## config.mk

```make
export PLATFORM = sky130hd
export DESIGN_NAME = seven_seg_scanner
export DESIGN_NICKNAME = d
export VERILOG_FILES = /design/src/rtl/seven_seg_pkg.sv /design/src/rtl/seven_seg_decode.sv /design/src/rtl/seven_seg_scanner.sv
export SDC_FILE = /design/constraint.sdc
export NUM_CORES = 1
export LEC_CHECK = 0
export CORE_AREA = 2 2 72 74
export CTS_CLUSTER_DIAMETER = 40
export CTS_CLUSTER_SIZE = 28
export DETAILED_ROUTE_END_ITERATION = 10
export DIE_AREA = 0 0 74 76
export PLACE_DENSITY = 0.8
export SLEW_MARGIN = 20
export SYNTH_ARGS = -nofsm -noshare
export SYNTH_HDL_FRONTEND = slang
export SYNTH_SLANG_ARGS = --single-unit
```

## constraint.sdc

```tcl
create_clock -name clk -period 2.7 [get_ports clk]
set_input_delay 0.675 -clock clk [delete_from_list [all_inputs] [get_ports clk]]
set_output_delay 0.675 -clock clk [all_outputs]
set_load 0.05 [all_outputs]
```

## src/rtl/seven_seg_pkg.sv

```systemverilog
// Shared constants and types for the seven-segment scanner.
// Segment patterns are active-low {g,f,e,d,c,b,a}.
package seven_seg_pkg;

    localparam logic [6:0] SEG_BLANK  = 7'h7F;
    localparam logic [4:0] BLANK_CODE = 5'd16;

    localparam logic [6:0] SEG_0 = 7'b1000000;
    localparam logic [6:0] SEG_1 = 7'b1111001;
    localparam logic [6:0] SEG_2 = 7'b0100100;
    localparam logic [6:0] SEG_3 = 7'b0110000;
    localparam logic [6:0] SEG_4 = 7'b0011001;
    localparam logic [6:0] SEG_5 = 7'b0010010;
    localparam logic [6:0] SEG_6 = 7'b0000010;
    localparam logic [6:0] SEG_7 = 7'b1111000;
    localparam logic [6:0] SEG_8 = 7'b0000000;
    localparam logic [6:0] SEG_9 = 7'b0010000;
    localparam logic [6:0] SEG_A = 7'b0001000;
    localparam logic [6:0] SEG_B = 7'b0000011;
    localparam logic [6:0] SEG_C = 7'b1000110;
    localparam logic [6:0] SEG_D = 7'b0100001;
    localparam logic [6:0] SEG_E = 7'b0000110;
    localparam logic [6:0] SEG_F = 7'b0001110;

    // Entry n holds the pattern for hex value n.
    localparam logic [15:0][6:0] SEG_HEX = {SEG_F, SEG_E, SEG_D, SEG_C,
                                            SEG_B, SEG_A, SEG_9, SEG_8,
                                            SEG_7, SEG_6, SEG_5, SEG_4,
                                            SEG_3, SEG_2, SEG_1, SEG_0};

    typedef enum logic {ST_BLANK, ST_SHOW} state_t;

endpackage

```

## src/rtl/seven_seg_decode.sv

```systemverilog
// 5-bit digit code to active-low segment pattern; codes 16-31 are blank.
// Purely combinational, no backpressure.
module seven_seg_decode
    import seven_seg_pkg::*;
(
    input  logic [4:0] code_i,
    output logic [6:0] seg_o
);

    always_comb begin
        seg_o = SEG_BLANK;
        if (code_i < BLANK_CODE) begin
            seg_o = SEG_HEX[code_i[3:0]];
        end
    end

endmodule

```

## src/rtl/seven_seg_scanner.sv

```systemverilog
// Time-multiplexed N-digit common-anode driver with blank interval and blink masking.
// Outputs registered (one cycle from digits to seg); free-running, no backpressure.
// Optional leading-zero suppression under SEVEN_SEG_LZ_BLANK_EN.
module seven_seg_scanner
    import seven_seg_pkg::*;
#(
    parameter int NUM_DIGITS   = 4,
    parameter int REFRESH_DIV  = 50000,
    parameter int BLANK_CYCLES = 16,
    parameter int BLINK_FRAMES = 64
) (
    input  logic                    clk,
    input  logic                    rst_n,
    input  logic [5*NUM_DIGITS-1:0] digits,
    input  logic                    blink_en,
    input  logic [NUM_DIGITS-1:0]   blink_mask,
    output logic [6:0]              seg,
    output logic [NUM_DIGITS-1:0]   an,
    output logic                    frame_start
);

    localparam int IW   = $clog2(NUM_DIGITS);
    localparam int CMAX = (REFRESH_DIV > BLANK_CYCLES) ? REFRESH_DIV : BLANK_CYCLES;
    localparam int CW   = (CMAX > 1) ? $clog2(CMAX) : 1;
    localparam int FW   = (BLINK_FRAMES > 1) ? $clog2(BLINK_FRAMES) : 1;

    localparam logic [IW-1:0] LAST_IDX   = IW'(NUM_DIGITS - 1);
    localparam logic [CW-1:0] SHOW_LAST  = CW'(REFRESH_DIV - 1);
    localparam logic [CW-1:0] BLANK_LAST = CW'(BLANK_CYCLES - 1);
    localparam logic [FW-1:0] FRAME_LAST = FW'(BLINK_FRAMES - 1);

    state_t                  state_q, state_d;
    logic [IW-1:0]           idx_q, idx_d;
    logic [CW-1:0]           cnt_q, cnt_d;
    logic [FW-1:0]           frame_cnt_q, frame_cnt_d;
    logic                    phase_q, phase_d;
    logic [6:0]              seg_q, seg_d;
    logic [NUM_DIGITS-1:0]   an_q, an_d;
    logic                    frame_start_q, frame_start_d;

    logic [4:0]              code_mux;
    logic                    blink_mux;
    logic                    sup_mux;
    logic [6:0]              dec_seg;
    logic [NUM_DIGITS-1:0]   lz_sup;

    always_comb begin
        state_d     = state_q;
        idx_d       = idx_q;
        cnt_d       = cnt_q + CW'(1);
        frame_cnt_d = frame_cnt_q;
        phase_d     = phase_q;
        case (state_q)
            ST_BLANK: begin
                if (cnt_q == BLANK_LAST) begin
                    state_d = ST_SHOW;
                    cnt_d   = '0;
                end
            end
            default: begin
                if (cnt_q == SHOW_LAST) begin
                    state_d = ST_BLANK;
                    cnt_d   = '0;
                    idx_d   = (idx_q == LAST_IDX) ? '0 : idx_q + IW'(1);
                    if (idx_q == LAST_IDX) begin
                        if (frame_cnt_q == FRAME_LAST) begin
                            frame_cnt_d = '0;
                            phase_d     = ~phase_q;
                        end else begin
                            frame_cnt_d = frame_cnt_q + FW'(1);
                        end
                    end
                end
            end
        endcase
        // Holding at zero makes every enable start with a visible half-period.
        if (!blink_en) begin
            frame_cnt_d = '0;
            phase_d     = 1'b0;
        end
    end

`ifdef SEVEN_SEG_LZ_BLANK_EN
    logic lead;
    always_comb begin
        lz_sup = '0;
        lead   = 1'b1;
        for (int i = NUM_DIGITS - 1; i >= 1; i--) begin
            if (digits[5*i +: 5] == 5'd0) begin
                lz_sup[i] = lead;
            end else if (digits[5*i +: 5] < BLANK_CODE) begin
                lead = 1'b0;
            end
        end
    end
`else
    assign lz_sup = '0;
`endif

    // Outputs are registered, so select using the state being entered.
    always_comb begin
        code_mux  = BLANK_CODE;
        blink_mux = 1'b0;
        sup_mux   = 1'b0;
        for (int i = 0; i < NUM_DIGITS; i++) begin
            if (idx_d == IW'(i)) begin
                code_mux  = digits[5*i +: 5];
                blink_mux = blink_mask[i];
                sup_mux   = lz_sup[i];
            end
        end
    end

    seven_seg_decode u_decode (
        .code_i (code_mux),
        .seg_o  (dec_seg)
    );

    always_comb begin
        an_d          = '1;
        seg_d         = SEG_BLANK;
        frame_start_d = 1'b0;
        if (state_d == ST_SHOW) begin
            an_d          = ~(NUM_DIGITS'(1) << idx_d);
            seg_d         = ((blink_en && phase_q && blink_mux) || sup_mux) ? SEG_BLANK : dec_seg;
            frame_start_d = (state_q == ST_BLANK) && (idx_d == '0);
        end
    end

    always_ff @(posedge clk or negedge rst_n) begin
        if (!rst_n) begin
            state_q       <= ST_BLANK;
            idx_q         <= '0;
            cnt_q         <= '0;
            frame_cnt_q   <= '0;
            phase_q       <= 1'b0;
            seg_q         <= SEG_BLANK;
            an_q          <= '1;
            frame_start_q <= 1'b0;
        end else begin
            state_q       <= state_d;
            idx_q         <= idx_d;
            cnt_q         <= cnt_d;
            frame_cnt_q   <= frame_cnt_d;
            phase_q       <= phase_d;
            seg_q         <= seg_d;
            an_q          <= an_d;
            frame_start_q <= frame_start_d;
        end
    end

    assign seg         = seg_q;
    assign an          = an_q;
    assign frame_start = frame_start_q;

endmodule

```

==> results.json, run 1 <==
{
  "status": "complete, but fails checks",
  "violations": "negative setup slack",
  "drt_pass1_iterations": 4,
  "max-slew-margin-rel_pct": 66.6,
  "grt_usage_pct": 17.3,
  "p_sw_share_pct": 25.0,
  "grt_max_degree": 39,
  "antenna_left": 0,
  "synth_warnings": 0,
  "h-tree-depth": 2,
  "drc": 0,
  "layout-drive-gt1-share_pct": 28.2,
  "timing.final.max_slew_violations": 0,
  "cp-end-kind": "register",
  "cp_num_buf_inv": 0,
  "path_cells": "or4_4 > or3_4 > o21ai_4 > nand2_4 > mux2i_1 > mux2_4 > ha_4 > nor2_2 > a211oi_1 > o21ai_1",
  "ir_worst_vdd_mv": 0.288,
  "final-setup-viol-count": 3,
  "grt_pass1_vias": 1781,
  "tightest_slew_ns": 0.496,
  "path_class": "register to register",
  "p_comb_share_pct": 16.0,
  "synth-async-reset-ratio_pct": 100,
  "clk_pin_slew_ns": 0.07,
  "vias": 1804,
  "final_cells": 350,
  "die-area_mm2": 0.00562,
  "final_cell_mix": "clkdlybuf4s50_1 (38), dfrtp_1 (27), buf_4 (23), nand3_1 (17)",
  "syn_inst": 213,
  "area_growth_pct": 40.2,
  "start_util_pct": 43.5,
  "antenna_found_initial": 0,
  "synth_cell_types": 47,
  "p_leak_nw": 1.27,
  "overflow": 0,
  "place.gp.congestion": 0.855,
  "ys_seq_elements": 38,
  "rsz0062_at_grt": "true",
  "syn_nets": 249,
  "crit_required_ns": 2.91,
  "io_buffer_count": 38,
  "viasPerCell": 5.15,
  "drt-initial-drc-count": 65,
  "switchingPower_mw": 0.294,
  "clkSinkCount": 38,
  "num_io_pins": 39,
  "p_int_mw": 0.882,
  "p_clk_share_pct": 33.7,
  "timing.final.ws_setup_ns": -0.0311,
  "finalHoldViolCount": 0,
  "ys_seq_area_share_pct": 45.2,
  "p_total_mw": 1.18,
  "fp-row-count": 26,
  "fin_skew_ns": 0.00671,
  "mostFrequentLayoutCell": "clkdlybuf4s50_1",
  "min_period_over_period_pct": 101,
  "core_mm2": 0.00491,
  "slowest_delay_ns": 0.54,
  "clk_latency_ns": 0.28,
  "die_h_um": 76,
  "max_freq_mhz": 366,
  "tritoncts": "yes",
  "maxCapViolCount": 0,
  "wirelength_mm": 4.74,
  "grt_pass1_wl_mm": 7.82,
  "hpwl_mm": 3.39,
  "finalNetCount": 315,
  "placed_cells": 337,
  "antennaDiodeCount": 0,
  "fin_crit_ns": 2.73,
  "critical_path_peak_fanout": 6,
  "die_w_um": 74,
  "ys.flop_type": "dfrtp_1",
  "cts_made_buffers": 5,
  "syn_avg_cell_area_um2": 10.0,
  "powerDensity_mw_per_mm2": 393,
  "routedWlPerCell_um": 13.5,
  "critPathArrivalTime_ns": 2.95,
  "cts_root_buffer": "clkbuf_8",
  "synth_edf_count": 0,
  "clockBufferDepth": 2,
  "min_path_type": "register to register",
  "power_frac_seq_pct": 50.3,
  "critPathLaunchType": "register",
  "cp_slowest_cell": "or4_4",
  "hold_ws_ns": 0.450,
  "synthesis.area_mm2": 0.00214,
  "cp_top_family": "simple AND/OR/NAND/NOR gates"
}
==> registers in the layout, summed over array words and instances (netlist names) <==
register and count:
cnt_q 16, seg 7, frame_cnt_q 6, an 4, idx_q 2, frame_start 1
phase_q 1, state_q 1
==> synth_stat cells (2+ instances only) <==
library cell  instances  area, µm²
inv_2                 2       7.51
nor2_1               18       67.6
dfstp_2              11        289
a31oi_1               4       25.0
a32oi_1               2       17.5
nand2b_1              2       12.5
xor2_1               10       87.6
o221ai_1              4       35.0
xnor2_1               8       70.1
o21ai_0               8       40.0
and3_1                5       31.3
ha_1                  9        113
mux2_2                3       33.8
inv_1                10       37.5
o22ai_1               2       12.5
and4_1                2       17.5
buf_6                 2       22.5
mux2i_1               5       50.1
nor2b_1               2       12.5
nand2_2               2       12.5
nor3_1                2       10.0
nand2_1              16       60.1
and2_1                6       37.5
a21boi_0              2       15.0
or3_1                 2       12.5
a21oi_1               4       20.0
o21ai_1               2       10.0
dfrtp_1              27        676
nand3_1              18       90.1
o21ai_4               2       32.5
a211oi_1              2       15.0
nand4_1               4       25.0
==> cell families (layout without fill, tap and decap cells) <==
logic type / count (synthesis) / after routing / share of synthesized area (%)
fa+ha+maj: 9 / 9 / 5.27
flops: 38 / 38 / 45.2
mux: 8 / 8 / 3.92
compound gates: 39 / 39 / 13.8
buf+inv: 16 / 83 / 3.69
simple gates: 85 / 85 / 20.8
xor+xnor: 18 / 18 / 7.38
==> worst paths after layout <==
check                          from       end  slack [ns]  cells after the start
setup / recovery           cnt_q[7]    seg[3]       -0.03                     10
hold / removal             cnt_q[0]  cnt_q[0]        0.45                      1
setup reg to reg           cnt_q[7]    seg[3]       -0.03                     10
hold reg to reg            cnt_q[0]  cnt_q[0]        0.45                      1
max in group asynchronous     rst_n     an[2]        1.54                      2
min in group asynchronous     rst_n  cnt_q[9]        0.80                      2
==> repair_timing <==
| item | in CTS | in global routing |
|---|---|---|
| setup endpoints to repair | 6 | 8 |
| hold buffers | 0 | 0 |
| buffers inserted | 0 | 5 |
| resized for setup | 2 | 17 |
| pin swaps | 5 | 10 |
==> power groups by stage <==
| stage | Clock [mW] | Sequential (mW) | Combinational (mW) |
|---|---|---|---|
| floorplan | 0 | 0.637 | 0.0560 |
| global placement | 0 | 0.601 | 0.171 |
| detailed placement | 0 | 0.602 | 0.171 |
| CTS | 0.410 | 0.591 | 0.172 |
| global route | 0.437 | 0.593 | 0.202 |
| finish | 0.396 | 0.592 | 0.188 |
==> stage by stage <==
stage	instance area [µm²]	setup WS, ns	TNS [ns]	util [%]
2_1_floorplan	2200	-0.0390	-0.0755	-
3_3_place_gp	2790	-0.0202	-0.0237	56.7
3_5_place_dp	2790	-0.0643	-0.194	56.7
4_1_cts	2880	-0.0498	-0.120	58.7
5_1_grt	3000	-0.180	-0.917	61.0
6_report	3000	-0.0311	-0.0656	61.0
==> area by class of cell <==
type                    instances  area [µm²]
clock buffers                   7        86.3
clock inverters                 1        5.00
fillers                       395        1920
inverters                      12        55.1
multi-input cells             159        1220
flip-flops and latches         38         965
well taps                      70        87.6
repair buffers                 63         576
==> worst reg2reg max path, stage by stage, from the launching register on <==
cell and delay, ns:
dfrtp_1 0.37, or4_4 0.54, or3_4 0.38, o21ai_4 0.20
nand2_4 0.10, mux2i_1 0.13, mux2_4 0.34, ha_4 0.30
nor2_2 0.04, a211oi_1 0.18, o21ai_1 0.09
==> metal layers <==
metal  share of wire, %  track usage (%)  vias up
met5                  0                0        -
met4               0.72             4.18        0
met3                5.1             4.76        5
met2                 51             27.6       45
met1                 43             23.1      864
li1                   -                -      890
Power figures use the tool's default switching activity.
==> run 2, diff against run 1 <==
--- a/config.mk
+++ b/config.mk
@@ -7,3 +7,3 @@
 export LEC_CHECK = 0
-export CORE_AREA = 2 2 72 74
+export CORE_AREA = 2 2 71 73
 export CTS_CLUSTER_DIAMETER = 40
@@ -11,4 +11,4 @@
 export DETAILED_ROUTE_END_ITERATION = 10
-export DIE_AREA = 0 0 74 76
-export PLACE_DENSITY = 0.8
+export DIE_AREA = 0 0 73 75
+export PLACE_DENSITY = 0.82
 export SLEW_MARGIN = 20
--- a/constraint.sdc
+++ b/constraint.sdc
@@ -3,2 +3,2 @@
 set_output_delay 0.675 -clock clk [all_outputs]
-set_load 0.05 [all_outputs]
+set_load 0.01 [all_outputs]
==> run 2 against run 1 <==
The run still ends with negative setup slack left. First-iteration DRC count rose by 48%. Sequential power barely moved. Via count shrank 0.89%. Cell count shrank 5.7%. Register-to-register slack improved by 0.02 ns. Clock power about the same. Core utilization is 1.0 points higher. Maximum frequency up 0.80%. Final area decreased by 3.6%. Combinational power decreased by 24%. Sequential share of layout area grew 1.2 points. Clock-buffer cell count unchanged. Largest cell class unchanged. Largest power group unchanged. Highest routed layer unchanged.
==> results.json, run 2 (synthesis gave the netlist of run 1 again) <==
{
  "fp-row-count": 25,
  "die_w_um": 73,
  "grt_max_degree": 39,
  "final_cells": 330,
  "max-slew-margin-rel_pct": 46.3,
  "fillers": 385,
  "area_growth_pct": 35.3,
  "cp-end-kind": "register",
  "status": "complete, but fails checks",
  "fin_crit_ns": 2.71,
  "routedWlPerCell_um": 14.1,
  "num_io_pins": 39,
  "timing.final.max_slew_violations": 0,
  "viasPerCell": 5.42,
  "min_path_type": "register to register",
  "fin_tns_setup_ns": -0.00951,
  "antennaDiodeCount": 0,
  "design_area_mm2": 0.00289,
  "antenna_found_initial": 0,
  "largest-register": "cnt_q",
  "grt_pass1_vias": 1670,
  "overflow": 0,
  "tritoncts": "yes",
  "critical_path_peak_fanout": 6,
  "cts_root_buffer": "clkbuf_8",
  "largest_reg_flops": 16,
  "cp_num_buf_inv": 0,
  "mostFrequentLayoutCell": "clkdlybuf4s50_1",
  "violations": "negative setup slack",
  "rsz0062_at_grt": "true",
  "slowest_delay_ns": 0.53,
  "h-tree-depth": 2,
  "start_util_pct": 45.8,
  "cp_slowest_cell": "or4_4",
  "post-route-util_pct": 62.0,
  "place.gp.congestion": 0.812,
  "p_total_mw": 1.13,
  "wirelength_mm": 4.66,
  "drc": 0,
  "clk_latency_ns": 0.29,
  "clkSinkCount": 38,
  "drt-initial-drc-count": 96,
  "fin_skew_ns": 0.00476,
  "final-setup-viol-count": 1,
  "cts_hold_buf": 0,
  "placed_cells": 315,
  "critPathArrivalTime_ns": 2.91,
  "timing.final.ws_setup_ns": -0.00951,
  "antenna_left": 0,
  "vias": 1788,
  "path_class": "register to register",
  "finalHoldViolCount": 0,
  "grt_usage_pct": 17.4,
  "hpwl_mm": 3.50,
  "die-area_mm2": 0.00548,
  "io_buffer_count": 38,
  "crit_required_ns": 2.90,
  "maxCapViolCount": 0,
  "min_period_over_period_pct": 100,
  "max_freq_mhz": 369,
  "core_mm2": 0.00466,
  "path_cells": "or4_4 > or3_4 > o21ai_4 > and2_4 > mux2_4 > ha_4 > and2b_1 > a211oi_2 > o21ai_1",
  "grt_pass1_wl_mm": 7.27,
  "cts_made_buffers": 5,
  "tightest_slew_ns": 0.805,
  "p_leak_nw": 1.24,
  "placed_cell_area_mm2": 0.00272,
  "layout-drive-gt1-share_pct": 24.6,
  "clockBufferDepth": 2,
  "powerDensity_mw_per_mm2": 392,
  "ir_worst_vdd_mv": 0.205,
  "die_h_um": 75,
  "drt_pass1_iterations": 4,
  "final_cell_mix": "clkdlybuf4s50_1 (37), dfrtp_1 (27), buf_4 (21), nand3_1 (18), nor2_1 (17)",
  "cp_top_family": "simple AND/OR/NAND/NOR gates",
  "finalNetCount": 311,
  "critPathLaunchType": "register",
  "clk_pin_slew_ns": 0.07
}
[run 2: changes by cell type in the layout (fill, tap and decap cells not counted), sizes merged]
cell	previous run	this run
buf	25	22
clkdlybuf4s50	38	37
[run 2: cell type report]
type                       count  area (µm²)  share of cell area, %
multi-input combinational    159        1180                   40.8
sequential                    38         965                   33.4
clock buffer                   7        86.3                   2.99
clock inverter                 1        5.00                  0.173
inverter                      12        52.6                   1.82
tap                           54        67.6                   2.34
timing repair buffer          59         533                   18.4
[run 2: repair_timing]
| action | 4_1_cts | 5_1_grt |
|---|---|---|
| pin swaps | 2 | 4 |
| setup endpoints to repair | 7 | 7 |
| gates cloned | 0 | 0 |
| setup buffers | 3 | 4 |
| resized for setup | 3 | 5 |
[run 2: worst paths after layout]
| path | start | end | slack [ns] | cells after the start |
|---|---|---|---|---|
| setup / recovery | cnt_q[7] | seg[3] | -0.01 | 9 |
| hold / removal | cnt_q[0] | cnt_q[0] | 0.46 | 1 |
| setup reg to reg | cnt_q[7] | seg[3] | -0.01 | 9 |
| hold reg to reg | cnt_q[0] | cnt_q[0] | 0.46 | 1 |
| max in group asynchronous | rst_n | frame_start | 1.72 | 1 |
| min in group asynchronous | rst_n | cnt_q[10] | 0.47 | 1 |
[run 2: routing by layer]
metal | up-vias | share of wire, % | global-route usage, %
met2 | 37 | 51 | 30.8
met3 | 9 | 4.1 | 4.15
met1 | 855 | 43 | 20.6
met5 | - | 0 | 0
li1 | 887 | - | -
met4 | 0 | 1.6 | 6.17
[run 2: where the power goes]
| part | switching [mW] | internal, mW |
|---|---|---|
| Clock | 0.192 | 0.206 |
| Combinational | 0.0641 | 0.0786 |
| Sequential | 0.00458 | 0.587 |
[run 2: stage by stage]
| stage | worst slack, ns | hold slack [ns] |
|---|---|---|
| 2_1_floorplan | -0.0390 | 0.379 |
| 3_3_place_gp | 0.0254 | 0.443 |
| 4_1_cts | -0.0184 | 0.457 |
| 6_report | -0.00951 | 0.460 |
| 5_1_grt | -0.143 | 0.478 |
| 3_5_place_dp | -0.111 | 0.446 |
[run 2: worst register-to-register path, cell delays in order (launching register included)]
cell and delay [ns]:
dfrtp_1 0.38, or4_4 0.53, or3_4 0.38, o21ai_4 0.15, and2_4 0.21, mux2_4 0.37
ha_4 0.19, and2b_1 0.16, a211oi_2 0.15, o21ai_1 0.10
==> run 3, diff against run 2 <==
- clock period: 2.7 -> 2.24 ns (I/O delays scaled with it)
==> run 3 against run 2 <==
Cell count grew 8.8%. Largest cell class unchanged. The flow still finishes with violations (negative setup slack). Non-clock buffer count rose by 29. Clock-buffer cell count is the same. Global-route usage grew 2.3 points. Critical endpoint is now seg[6]. Die area unchanged. Critical path depth is 3 higher. Core utilization grew 5.6 points. Final area up 9.1%.
==> results.json, run 3 (synthesis gave the netlist of run 1 again) <==
{
  "cp_slowest_cell": "or4_4",
  "drc": 0,
  "power_frac_seq_pct": 51.2,
  "antenna_found_initial": 0,
  "die-area_mm2": 0.00548,
  "antennaDiodeCount": 0,
  "critical_path_peak_fanout": 6,
  "p_int_mw": 1.07,
  "path_class": "register to register",
  "min_path_type": "input pin to async pin",
  "placed_cells": 344,
  "largest-register": "cnt_q",
  "clockBufferDepth": 2,
  "tritoncts": "yes",
  "rsz0062_at_grt": "true",
  "finalNetCount": 340,
  "fin_crit_ns": 2.75,
  "switchingPower_mw": 0.324,
  "max_freq_mhz": 363,
  "fillers": 353,
  "rr_worst_depth": 12,
  "h-tree-depth": 2,
  "cp_num_cells": 12,
  "p_clk_share_pct": 34.2,
  "drt_pass1_iterations": 4,
  "cp_top_family": "simple AND/OR/NAND/NOR gates",
  "powerDensity_mw_per_mm2": 442,
  "fin_skew_ns": 0.00765,
  "critPathArrivalTime_ns": 2.96,
  "area_growth_pct": 47.5,
  "cp_num_buf_inv": 2,
  "ir_worst_vdd_mv": 0.310,
  "place.gp.congestion": 0.826,
  "timing.final.max_slew_violations": 0,
  "routedWlPerCell_um": 14.4,
  "r2r-start": "cnt_q[7]",
  "layout-drive-gt1-share_pct": 34.8,
  "grt_pass1_vias": 1879,
  "die_h_um": 75,
  "drt-initial-drc-count": 141,
  "core_mm2": 0.00466,
  "design_area_mm2": 0.00315,
  "final_cells": 359,
  "path_cells": "or4_4 > or3_4 > o21ai_4 > nand2_4 > mux2i_1 > mux2_4 > inv_6 > ha_4 > inv_4 > nor2_4 > a21oi_2 > o211ai_1",
  "mostFrequentLayoutCell": "buf_4",
  "grt_usage_pct": 19.7,
  "clk_latency_ns": 0.29,
  "rrSetupSlack_ns": -0.51,
  "post-route-util_pct": 67.6,
  "hold_ws_ns": 0.322,
  "timing.final.ws_setup_ns": -0.514,
  "cts_made_buffers": 5,
  "min_period_over_period_pct": 123,
  "max-slew-margin-rel_pct": 52.6,
  "vias": 1921,
  "final-setup-viol-count": 7,
  "viasPerCell": 5.35,
  "grt_pass1_wl_mm": 8.19,
  "cts_root_buffer": "clkbuf_8",
  "status": "complete, but fails checks",
  "io_buffer_count": 38,
  "num_io_pins": 39,
  "p_sw_share_pct": 23.2,
  "fp-row-count": 25,
  "startpoint": "cnt_q[7]",
  "slowest_delay_ns": 0.53,
  "tightest_slew_ns": 0.711,
  "cp-end-kind": "register",
  "overflow": 0,
  "violations": "negative setup slack",
  "finalHoldViolCount": 0,
  "antenna_left": 0,
  "final_cell_mix": "buf_4 (49), clkdlybuf4s50_1 (37), dfrtp_1 (27), nand3_1 (17), nor2_1 (17)",
  "critPathLaunchType": "register",
  "hpwl_mm": 3.71,
  "cts_hold_buf": 0,
  "clkSinkCount": 38,
  "clk_pin_slew_ns": 0.07,
  "crit_required_ns": 2.45,
  "largest_reg_flops": 16,
  "endpoint": "seg[6]",
  "grt_max_degree": 32,
  "wirelength_mm": 5.19,
  "placed_cell_area_mm2": 0.00293,
  "p_leak_nw": 1.39,
  "maxCapViolCount": 0,
  "start_util_pct": 45.8,
  "r2r-end": "seg[6]",
  "die_w_um": 73,
  "p_comb_share_pct": 14.6
}
==> run 3: power by group through the flow <==
| stage | clock [mW] | combinational, mW | sequential, mW |
|---|---|---|---|
| 2_1_floorplan | 0 | 0.0675 | 0.731 |
| 6_report | 0.476 | 0.203 | 0.713 |
| 5_1_grt | 0.521 | 0.218 | 0.713 |
| 4_1_cts | 0.488 | 0.195 | 0.713 |
| 3_3_place_gp | 0 | 0.177 | 0.725 |
| 3_5_place_dp | 0 | 0.181 | 0.725 |
==> run 3: worst min path at each step <==
stage | end | slack [ns] | cells past startpoint
floorplan | cnt_q[0] | 0.26 | 0
global placement | cnt_q[0] | 0.51 | 2
detailed placement | cnt_q[0] | 0.52 | 2
CTS | cnt_q[4] | 0.33 | 1
global route | cnt_q[7] | 0.37 | 1
finish | cnt_q[9] | 0.32 | 1
==> run 3: final cells by class <==
type	count	area [µm²]	area share, %
Multi-Input combinational cell	159	1220	38.6
Timing Repair Buffer	88	754	23.9
Clock buffer	7	86.3	2.74
Sequential cell	38	965	30.6
Clock inverter	1	5.00	0.159
Inverter	12	55.1	1.75
Tap cell	54	67.6	2.14
==> run 3: worst register-to-register path, stage by stage (launching register included) <==
cell and delay (ns):
dfrtp_1 0.38, or4_4 0.53, or3_4 0.42, o21ai_4 0.17
nand2_4 0.10, mux2i_1 0.12, mux2_4 0.34, inv_6 0.10
ha_4 0.15, inv_4 0.04, nor2_4 0.10, a21oi_2 0.04
o211ai_1 0.19
==> run 3: metal layers <==
layer | GRT usage [%] | share of wire [%] | wire (µm)
met1 | 23.2 | 42 | 2170
met3 | 4.15 | 4.6 | 238
met2 | 35.0 | 51 | 2640
met4 | 8.02 | 2.7 | 138
met5 | 0 | 0 | 0
==> run 3: repair_timing <==
item                       in CTS  in global routing
setup endpoints to repair      12                 14
pin swaps                       4                  3
gates resized for setup         9                 13
buffers inserted                6                  1
==> run 3: through the flow <==
stage | total power [mW] | worst slack (ns) | setup TNS, ns
after floorplan | 0.799 | -0.499 | -3.03
after global placement | 0.902 | -0.431 | -2.87
after detailed placement | 0.906 | -0.480 | -3.26
after CTS | 1.40 | -0.486 | -2.95
after global routing | 1.45 | -0.596 | -3.89
final | 1.39 | -0.514 | -3.29
